## src/rtl/mips_cpu_pkg.sv

```systemverilog
// Shared CPU constants and the PC sequencer state encoding.
package mips_cpu_pkg;

   localparam logic [31:0] RESET_VECTOR = 32'hBFC00000;
   localparam logic [31:0] HALT_ADDR    = 32'h00000000;

   typedef enum logic [1:0] {
      RUN        = 2'd0,
      DELAY_SLOT = 2'd1,
      HALTED     = 2'd2
   } pc_state_t;

endpackage

```

## src/rtl/pc_sequencer.sv

```systemverilog
// Program counter and branch delay-slot sequencer.
// Each enabled step advances pc by 4. A control transfer enters the
// delay slot, and the held target loads on the step after that.
// A transfer to HALT_ADDR stops the CPU until reset.
// Optional: `define PC_ALIGN_CHECK_EN adds a sticky addr_error output. With it,
// a misaligned target loads and then halts the CPU.
module pc_sequencer
   import mips_cpu_pkg::*;
#(
   parameter logic [31:0] RESET_VECTOR = mips_cpu_pkg::RESET_VECTOR,
   parameter logic [31:0] HALT_ADDR    = mips_cpu_pkg::HALT_ADDR
) (
   input  logic        clk,
   input  logic        reset,
   input  logic        clk_enable,
   input  logic        ctrl_xfer,
   input  logic [31:0] tgt_addr_1,
   output logic [31:0] pc,
   output logic [31:0] pc_plus4,
   output logic [31:0] pc_plus8,
   output logic        delay,
`ifdef PC_ALIGN_CHECK_EN
   output logic        addr_error,
`endif
   output logic        active,
   output logic [31:0] instr_retired
);

   pc_state_t state;

   // Link and fall-through addresses wrap modulo 2^32.
   assign pc_plus4 = pc + 32'd4;
   assign pc_plus8 = pc + 32'd8;
   assign delay    = (state == DELAY_SLOT);
   assign active   = (state != HALTED);

   // PC, state and retire counter. A halted CPU ignores every input except reset.
   always_ff @(posedge clk) begin
      if (reset) begin
         pc            <= RESET_VECTOR;
         state         <= RUN;
         instr_retired <= 32'd0;
`ifdef PC_ALIGN_CHECK_EN
         addr_error    <= 1'b0;
`endif
      end else if (clk_enable) begin
         case (state)
            RUN: begin
               pc            <= pc_plus4;
               instr_retired <= instr_retired + 32'd1;
               if (ctrl_xfer) state <= DELAY_SLOT;
            end
            DELAY_SLOT: begin
               // ctrl_xfer is ignored here, so a branch in the delay slot has no effect.
               pc            <= tgt_addr_1;
               instr_retired <= instr_retired + 32'd1;
`ifdef PC_ALIGN_CHECK_EN
               if (tgt_addr_1[1:0] != 2'b00) begin
                  state      <= HALTED;
                  addr_error <= 1'b1;
               end else
`endif
               if (tgt_addr_1 == HALT_ADDR) state <= HALTED;
               else                         state <= RUN;
            end
            HALTED: ;
            default: state <= HALTED;
         endcase
      end
   end

endmodule

```

## config.mk

```make
export PLATFORM = sky130hd
export DESIGN_NAME = pc_sequencer
export DESIGN_NICKNAME = d
export VERILOG_FILES = /design/src/rtl/mips_cpu_pkg.sv /design/src/rtl/pc_sequencer.sv
export SDC_FILE = /design/constraint.sdc
export NUM_CORES = 1
export LEC_CHECK = 0
export BUFFER_PORTS_ARGS = -buffer_cell sky130_fd_sc_hd__buf_4
export CORE_ASPECT_RATIO = 1.75
export CORE_MARGIN = 1
export CORE_UTILIZATION = 40
export DETAILED_ROUTE_END_ITERATION = 7
export PLACE_DENSITY_LB_ADDON = 0.05
export RECOVER_POWER = 50
export SETUP_SLACK_MARGIN = 0.02
export SYNTH_ARGS = -nofsm -noshare
export SYNTH_HDL_FRONTEND = slang
export SYNTH_SLANG_ARGS = --single-unit
```

## constraint.sdc

```tcl
create_clock -name clk -period 1.85 [get_ports clk]
set_input_delay 0.2775 -clock clk [delete_from_list [all_inputs] [get_ports clk]]
set_output_delay 0.2775 -clock clk [all_outputs]
set_load 0.03 [all_outputs]
```

* Word level (Yosys, flattened, before mapping)
Cells that the tools add are included.
Storage, ports and cells: register bits 66, latch bits 0, RAM bits 0, ROM bits 0, input port bits 36, output and inout port bits 130, word-level logic and storage cells 22, memories 0
Operators by class: add/subtract/negate cells 3, multipliers 0, divide/modulo/power cells 0, magnitude comparators 0, eq/ne operators 4, shifts and indexed selects 0, muxes and demuxes 4, bitwise operators 1, reductions and logical operators 7
Operators by type and width (number):
- $pmux W32 S2 | 1
- $add A32 B1 Y32 const B | 1
- $add A32 B3 Y32 const B | 1
- $add A32 B4 Y32 const B | 1
- $logic_not A32 Y1 | 1
- $pmux W2 S3 | 1
- $mux W2 | 2
- $ne A2 B2 Y1 const B | 2
- $reduce_and A2 Y1 | 2
- $reduce_and A3 Y1 | 1
- $eq A2 B1 Y1 const B | 1
- $eq A2 B2 Y1 const B | 1
- $logic_not A2 Y1 | 1
- $reduce_bool A2 Y1 | 1
- $reduce_or A2 Y1 | 1
- $not A1 Y1 | 1

* Logic depth before layout (Yosys ltp)
Gate-level depths: netlist of run 1.
depth in word-level cells 3, gate-level depth with buffers 7, mapped depth without buffers 5

* Least setup slack after synthesis of run 1
No wires, ideal clock.
path type reg-to-output, start point reg pc[3], end point out pc_plus8[31], data arrival time 2.347 ns, data required time 1.572 ns, setup slack -0.775 ns, cell stages (with the launch flop) 7, buffers on the path 1, path through dfxtp_1 -> ha_1 -> nand3_2 -> nor4_4 -> buf_4 -> nand3_1 -> xnor2_1
On the way: longest elaborated chain between the ends 1
Ends and longest elaborated chain:
- start: declaration | RTL line pc_sequencer.sv:18 | output logic [31:0] pc,
- start signal: assignment | RTL line pc_sequencer.sv:49 | pc <= pc_plus4;
- start signal: assignment | RTL line pc_sequencer.sv:55 | pc <= tgt_addr_1;
- $add A32 B4 Y32 | RTL line pc_sequencer.sv:33 | assign pc_plus8 = pc + 32'd8;
- end: declaration | RTL line pc_sequencer.sv:20 | output logic [31:0] pc_plus8,
Every way passes these cells.

* Worst setup path in the final report of run 1
start point reg pc[11], end point out pc_plus4[28]
On the way: longest elaborated chain between the ends 1
Ends and longest elaborated chain:
- $add A32 B3 Y32 | RTL line pc_sequencer.sv:32 | assign pc_plus4 = pc + 32'd4;
- end: declaration | RTL line pc_sequencer.sv:19 | output logic [31:0] pc_plus4,
Every way passes these cells.

==> impl_metrics.json, run 1 <==
{
  "status": "finished with violations",
  "violations": "negative setup slack",
  "start_kind": "flip-flop",
  "netlist_instances": 596,
  "syn_area_per_cell_um2": 7.826,
  "setup_violations": 57,
  "syn_area_um2": 4664,
  "dr.pass1.iters": 5,
  "cp-startpoint": "pc[11]",
  "antenna_violating_nets_post_route": 0,
  "hold_viol_final": 0,
  "p_leak_nw": 3.757,
  "min_from": "tgt_addr_1[1]",
  "insertion_delay_ps": 340,
  "viasPerCell": 6.001,
  "hpwl_um": 14330,
  "min_path_type": "input port to flip-flop",
  "post-route-drc-count": 0,
  "die_h_um": 144.9,
  "antenna_found_initial": 0,
  "cts_buffers": 9,
  "cts_tree": "done",
  "io_pins": 166,
  "dieArea_um2": 12110,
  "grt_pass1_vias": 5836,
  "critPathCaptureType": "primary output",
  "ys_seq_area_share_pct": 28.33,
  "gp_congestion": 0.9600,
  "clock-sinks": 66,
  "cts_root_buf": "clkbuf_16",
  "clock_skew_ps": 11.58,
  "grt_start_max_net_pins": 35,
  "fin_ws_ps": -400.6,
  "whs_path_depth": 3,
  "grt_pass1_wl_um": 30360,
  "die_w_um": 83.63,
  "gr-usage-all-layers_pct": 32.06,
  "io_buffer_count": 165,
  "area_delta_synth_final_pct": 84.07,
  "final_util_pct": 76.45,
  "ctsHoldBuffers": 0,
  "floorplan.initialDensity_pct": 41.53,
  "power_density_nw_per_um2": 492.9,
  "layout.cells.non_filler": 995,
  "place_ws_ps": -99.13,
  "async_flop_share_pct": 0,
  "path_clk_slew_ps": 60,
  "synth_nets": 635,
  "fp.coreArea_um2": 11230,
  "ys_warn_count": 0,
  "tightestPinTransition_ps": 645.9,
  "drive_gt1_share_pct": 50.75,
  "totalWireLength_um": 20410,
  "max-clock-path-buffers": 2,
  "vias": 5971,
  "maxSlewViolCount": 0,
  "rsz0062_at_grt": "yes",
  "r2r-start": "state[1]",
  "ir_drop_mv": 0.6510,
  "num_rows": 51,
  "slew_headroom_pct": 56.85,
  "drt-wirelength-per-cell_um": 20.51,
  "ys.flop_type": "dfxtp_1",
  "drtIter0Drc": 356,
  "crit_required_ps": 1570,
  "post-route-period-util_pct": 121.7,
  "min_period_ps": 2251,
  "cp_data_arrival_time_ps": 1970,
  "worst-setup-path-type": "flip-flop to primary output",
  "cts_max_level": 3,
  "antennaDiodeCount": 0,
  "synth_edf_count": 0,
  "fin_nets": 897,
  "tns_ps": -14950,
  "worst_hold_slack_ps": 200.3,
  "path_max_fanout": 5,
  "overflow": 0,
  "place_inst": 938,
  "r2r_cells": 5,
  "yosysUniqueCellTypes": 59,
  "maxCapViolCount": 0,
  "ys_seq_elements": 66,
  "fmax_mhz": 444.3
}
==> cells in the final DEF, fill, tap and decap left out, types with 21 or more instances in the layout <==
cell type	n
nor2_1	35
nand2_1	37
buf_4	186
xnor2_4	24
dfxtp_1	34
buf_6	70
o21ai_0	21
clkbuf_1	52
nand4_1	25
a21oi_1	35
==> per-stage QoR <==
| step | power (mW) | instance area, um2 |
|---|---|---|
| floorplan | 2.081 | 5567 |
| global placement | 2.432 | 7381 |
| detailed placement | 2.441 | 7381 |
| CTS | 4.202 | 8444 |
| global route | 4.321 | 8586 |
| finish | 4.232 | 8586 |
==> what timing repair did <==
action / in CTS / in global routing
setup buffers: 28 / 19
resized for setup: 117 / 59
pin swaps: 25 / 36
endpoints found under the setup margin: 52 / 69
gates cloned: 1 / 0
==> flip-flops by register name, indices dropped and copies added (netlist names) <==
register and flops:
state 2, instr_retired 32, pc 32
==> cells in the mapped netlist, types with 3 or more instances <==
library cell / number / area share (%)
a211oi_1: 17 / 2.7
a21oi_1: 37 / 4.0
a221oi_1: 4 / 0.75
a311o_1: 7 / 1.5
a31o_2: 3 / 0.56
a41o_1: 3 / 0.64
and2_1: 5 / 0.67
and3_1: 11 / 1.5
and4_1: 17 / 3.2
buf_1: 3 / 0.24
buf_2: 16 / 1.7
buf_4: 9 / 1.4
clkbuf_1: 35 / 2.8
dfxtp_1: 66 / 28
ha_1: 3 / 0.80
inv_1: 16 / 1.3
mux2i_1: 6 / 1.3
nand2_1: 51 / 4.1
nand3_1: 26 / 2.8
nand4_1: 25 / 3.4
nor2_1: 36 / 2.9
nor2b_1: 3 / 0.40
nor3_1: 16 / 1.7
nor4_1: 12 / 1.6
nor4_2: 3 / 0.80
o21ai_0: 22 / 2.4
o22ai_1: 6 / 0.80
o31ai_1: 14 / 2.3
or3_1: 6 / 0.80
or4_1: 15 / 2.4
xnor2_1: 46 / 8.6
xor2_1: 20 / 3.8
==> report_power, final <==
| part | total, mW | leakage, nW | internal, mW | switching [mW] |
|---|---|---|---|---|
| Sequential | 1.51 | 0.551 | 1.45 | 0.0590 |
| Clock | 1.74 | 0.148 | 1.03 | 0.712 |
| Combinational | 0.984 | 3.06 | 0.409 | 0.576 |
| Total | 4.23 | 3.76 | 2.88 | 1.35 |
==> metal layers <==
layer	wire (um)	share of wire, %	global-route usage [%]	vias up
li1	-	-	-	2713
met1	6892	34	31.77	2895
met2	11380	56	62.22	284
met3	980	4.8	3.687	79
met4	1158	5.7	21.14	0
met5	0	0	0	-
==> critical path: stages, from the launching register on <==
cell and delay [ps]:
dfxtp_4 380, nand4_4 160, nor4_2 330, buf_4 200, nand4_1 200, xnor2_4 220
buf_6 150
==> final timing paths <==
kind                  end  slack, ps
max          pc_plus4[28]       -400
min                 pc[1]        200
max reg2reg         pc[4]       -310
min reg2reg         pc[1]        490
==> cell type report <==
cell class              instances  area [um2]
clock buffers                  11       264.0
clock inverters                 5       33.78
fillers                       834        2645
inverters                      17       65.06
multi-input cells             448        4126
flip-flops and latches         66        1404
well taps                     132       165.2
repair buffers                316        2527
==> kinds of logic (layout without fill, tap and decap cells) <==
family / after synthesis / after routing / share of synthesized area (%)
buffers and inverters: 82 / 349 / 8.074
xor gates and xnor gates: 66 / 66 / 12.39
and+or+nand+nor: 248 / 248 / 31.28
muxes: 7 / 7 / 1.529
adders and majority gates: 3 / 3 / 0.8048
DFF: 66 / 66 / 28.33
AOI/OAI and AO/OA: 124 / 124 / 17.60
(Power assumes the default switching activity.)
==> run 2: changes to the inputs <==
- clock period: 1.85 -> 2 ns (I/O delays scaled with it)
==> impl_metrics.json, run 2 (synthesis gave the netlist of run 1 again) <==
{
  "tightestPinTransition_ps": 750.0,
  "gp_congestion": 0.9323,
  "min_from": "ctrl_xfer",
  "slew_headroom_pct": 49.89,
  "dr.pass1.iters": 4,
  "maxCapViolCount": 0,
  "post-route-drc-count": 0,
  "worst_hold_slack_ps": 218.9,
  "start_kind": "flip-flop",
  "die_w_um": 83.63,
  "antennaDiodeCount": 0,
  "final_common_cell": "buf_4",
  "worst-setup-path-type": "flip-flop to primary output",
  "vias": 5738,
  "r2r-start": "state[1]",
  "fp.coreArea_um2": 11230,
  "min_path_type": "input port to flip-flop",
  "floorplan.initialDensity_pct": 41.53,
  "cts_max_level": 3,
  "clock-sinks": 66,
  "endpoint": "pc_plus8[13]",
  "crit_required_ps": 1700,
  "place_area_um2": 7003,
  "io_pins": 166,
  "place_inst": 904,
  "fin_ws_ps": -274.7,
  "path_clk_slew_ps": 60,
  "area_delta_synth_final_pct": 73.79,
  "hpwl_um": 13530,
  "min_period_ps": 2275,
  "maxSlewViolCount": 0,
  "die_h_um": 144.9,
  "drive_gt1_share_pct": 45.66,
  "clock_skew_ps": 6.830,
  "r2r_cells": 6,
  "fmax_mhz": 439.6,
  "cp-startpoint": "pc[3]",
  "setup_violations": 50,
  "antenna_violating_nets_post_route": 0,
  "overflow": 0,
  "violations": "negative setup slack",
  "p_leak_nw": 3.506,
  "tns_ps": -8342,
  "viasPerCell": 5.965,
  "worst_r2r_endpoint": "pc[11]",
  "multi_input_area_um2": 3919,
  "ir_drop_mv": 0.4714,
  "status": "finished with violations",
  "path_max_fanout": 4,
  "grt_start_max_net_pins": 57,
  "max-clock-path-buffers": 2,
  "cts_buffers": 9,
  "layout_common_cells": "buf_4, buf_6, clkbuf_1",
  "num_rows": 51,
  "post-route-period-util_pct": 113.7,
  "nFillCells": 893,
  "rsz0062_at_grt": "yes",
  "cp_data_arrival_time_ps": 1970,
  "power_density_nw_per_um2": 491.9,
  "top_regs": "instr_retired: 32 flops, pc: 32 flops, state: 2 flops",
  "hold_viol_final": 0,
  "rrSetupSlack_ps": -70,
  "gr-usage-all-layers_pct": 30.49,
  "antenna_found_initial": 0,
  "totalWireLength_um": 19180,
  "insertion_delay_ps": 340,
  "io_buffer_count": 165,
  "fin_nets": 864,
  "cts_tree": "done",
  "drt-wirelength-per-cell_um": 19.94,
  "critPathCaptureType": "primary output",
  "stdcell_area_um2": 8107,
  "cts_root_buf": "clkbuf_16",
  "grt_pass1_vias": 5594,
  "dieArea_um2": 12110,
  "drtIter0Drc": 322,
  "regArea_um2": 1389,
  "grt_pass1_wl_um": 28910,
  "layout.cells.non_filler": 962
}
run 2: changes by cell type in the layout (fill, tap and decap cells not counted), sizes merged:
cell / delta
clkinvlp: +3
clkbuf: -1
clkinv: -1
bufinv: +2
inv: -3
buf: -33
run 2: metrics by stage:
step | setup WS, ps | util (%) | power (mW)
after floorplan | -102.3 | - | 1.901
after global placement | 48.00 | 62.36 | 2.223
after detailed placement | 22.61 | 62.36 | 2.232
after CTS | -281.1 | 70.48 | 3.984
after global routing | -354.1 | 72.18 | 4.096
final | -274.7 | 72.18 | 3.987
run 2: layer usage:
layer / wire length, um / vias up / GRT usage, %
li1: - / 2651 / -
met1: 6644 / 2743 / 31.07
met2: 10050 / 263 / 55.16
met3: 1111 / 81 / 4.821
met4: 1375 / 0 / 24.26
met5: 0 / - / 0
run 2: worst min-delay path by stage:
| stage | cells after the start | endpoint |
|---|---|---|
| 2_1_floorplan | 2 | pc[0] |
| 3_3_place_gp | 2 | instr_retired[31] |
| 3_5_place_dp | 2 | instr_retired[31] |
| 4_1_cts | 3 | state[0] |
| 5_1_grt | 3 | pc[1] |
| 6_report | 3 | state[0] |
run 2: area by class of cell:
class                           instances  share of cell area, %
Multi-Input combinational cell        448                  48.34
Timing Repair Buffer                  283                  27.69
Sequential cell                        66                  17.13
Clock buffer                           10                  2.825
Tap cell                              132                  2.037
Clock inverter                          6                  1.127
Inverter                               17                 0.8489
run 2: critical path, stage by stage (launching register included):
cell and delay (ps):
dfxtp_4 380, ha_4 160, nand3_4 70, buf_4 150, buf_4 130, nor3_4 190
and3_1 210, xor2_1 160, buf_4 180
run 2: power breakdown:
part           leakage [nW]  internal [mW]  switching (mW)
combinational          2.81          0.361           0.510
clock                 0.145           1.09           0.628
sequential            0.547           1.34          0.0544
run 2: what timing repair did:
item,CTS,global route
pin swaps,28,25
hold buffers,0,0
buffers inserted,30,15
resized for setup,82,64
endpoints found under the setup margin,49,49
==> run 3: changes to the inputs <==
- CTS_BUF_LIST: not set -> sky130_fd_sc_hd__clkbuf_4
==> impl_metrics.json, run 3 (synthesis gave the netlist of run 1 again) <==
{
  "maxCapViolCount": 0,
  "insertion_delay_ps": 440,
  "io_pins": 166,
  "clock-sinks": 66,
  "grt_start_max_net_pins": 57,
  "area_delta_synth_final_pct": 71.38,
  "fin_total_pwr_mw": 3.350,
  "drtIter0Drc": 300,
  "layout.cells.non_filler": 966,
  "clock_skew_ps": 16.43,
  "gr-usage-all-layers_pct": 30.19,
  "worst_r2r_endpoint": "pc[17]",
  "worst-setup-path-type": "flip-flop to primary output",
  "cp_slowest_stage_delay_ps": 480,
  "grt_pass1_wl_um": 28770,
  "rrSetupSlack_ps": -300,
  "cts_max_level": 3,
  "floorplan.initialDensity_pct": 41.53,
  "post-route-period-util_pct": 122.2,
  "num_rows": 51,
  "critPathCaptureType": "primary output",
  "cts_root_buf": "clkbuf_4",
  "cts_tree": "done",
  "rsz0062_at_grt": "yes",
  "die_h_um": 144.9,
  "path_max_fanout": 4,
  "hold_viol_final": 0,
  "slowest_stage": "or4_4",
  "hpwl_um": 13530,
  "fmax_mhz": 409.0,
  "final_common_cell": "buf_4",
  "crit_required_ps": 1700,
  "nFillCells": 905,
  "cp_data_arrival_time_ps": 2140,
  "min_period_ps": 2445,
  "place_inst": 904,
  "endpoint": "pc_plus4[13]",
  "vias": 5719,
  "status": "finished with violations",
  "start_kind": "flip-flop",
  "slew_headroom_pct": 48.68,
  "drive_gt1_share_pct": 46.82,
  "power_density_nw_per_um2": 419.1,
  "cp_cell_sequence": "ha_4 -> nand3_4 -> buf_4 -> buf_6 -> or4_4 -> xnor2_4 -> buf_6",
  "min_path_type": "input port to flip-flop",
  "grt_pass1_vias": 5581,
  "antenna_violating_nets_post_route": 0,
  "totalWireLength_um": 19140,
  "cp_common_cell": "buf_6",
  "final_util_pct": 71.18,
  "io_buffer_count": 165,
  "violations": "negative setup slack",
  "viasPerCell": 5.920,
  "antenna_found_initial": 1,
  "dr.pass1.iters": 5,
  "fp.coreArea_um2": 11230,
  "ir_drop_mv": 0.4232,
  "path_clk_slew_ps": 130,
  "maxSlewViolCount": 0,
  "overflow": 0,
  "dieArea_um2": 12110,
  "cts_buffers": 9,
  "fin_nets": 867,
  "cp_num_cells": 7,
  "layout_common_cells": "buf_4, buf_6, clkbuf_1",
  "gp_congestion": 0.9323,
  "r2r-start": "state[1]",
  "r2r_cells": 5,
  "ctsHoldBuffers": 0,
  "drt-wirelength-per-cell_um": 19.81,
  "cp-startpoint": "pc[3]",
  "max-clock-path-buffers": 2,
  "die_w_um": 83.63,
  "fin_ws_ps": -444.8,
  "tightestPinTransition_ps": 768.1,
  "setup_violations": 67,
  "crit_family": "simple AND/OR/NAND/NOR gates",
  "p_leak_nw": 3.488,
  "top_regs": "instr_retired: 32 flops, pc: 32 flops, state: 2 flops",
  "post-route-drc-count": 0,
  "path_buf_inv": 3
}
## run 3: worst min path at each step
stage / start / to / slack [ps] / cells past startpoint
after global placement: instr_retired[31] / instr_retired[31] / 460 / 2
after floorplan: tgt_addr_1[0] / pc[0] / 440 / 2
after CTS: tgt_addr_1[1] / pc[1] / 110 / 3
after detailed placement: instr_retired[31] / instr_retired[31] / 480 / 2
after global routing: tgt_addr_1[1] / pc[1] / 110 / 3
final: ctrl_xfer / state[0] / 110 / 3
## run 3: layout make-up
type / count / area, um2 / area share (%)
inverters: 17 / 68.82 / 0.8609
flip-flops and latches: 66 / 1388 / 17.36
clock inverters: 6 / 91.34 / 1.143
clock buffers: 10 / 75.07 / 0.9391
well taps: 132 / 165.2 / 2.066
repair buffers: 286 / 2242 / 28.05
multi-input cells: 448 / 3961 / 49.55
diodes: 1 / 2.502 / 0.03130
## run 3: what timing repair did
item,CTS,global route
buffers inserted,25,25
gates resized for setup,104,45
pin swaps,27,31
endpoints found under the setup margin,52,57
## run 3: stage by stage
| stage | setup slack, ps | hold slack (ps) | TNS, ps | cell area (um2) |
|---|---|---|---|---|
| after floorplan | -102.3 | 436.0 | -1205 | 5375 |
| after global placement | 48.00 | 463.5 | 0 | 7003 |
| after detailed placement | 22.61 | 478.2 | 0 | 7003 |
| after CTS | -417.0 | 110.0 | -14290 | 7839 |
| after global routing | -472.8 | 114.6 | -22840 | 7994 |
| final | -444.8 | 113.1 | -16700 | 7994 |
## run 3: worst register-to-register path, cell delays in order, from the launching register on
cell      delay [ps]
dfxtp_1          330
clkbuf_1         210
nor2b_1          360
clkbuf_2         650
o221ai_1         260
nor3_2           370
## run 3: power breakdown
part	internal [mW]	leakage, nW	total [mW]	switching, mW
combinational	0.366	2.86	0.882	0.516
sequential	1.34	0.547	1.39	0.0521
clock	0.522	0.0788	1.08	0.556
total	2.23	3.49	3.35	1.12
## run 3: layer usage
metal / wire (um) / GRT usage [%] / up-vias
li1: - / - / 2652
met1: 6651 / 31.26 / 2753
met2: 10330 / 56.91 / 244
met3: 970 / 4.027 / 70
met4: 1185 / 19.18 / 0
met5: 0 / 0 / -
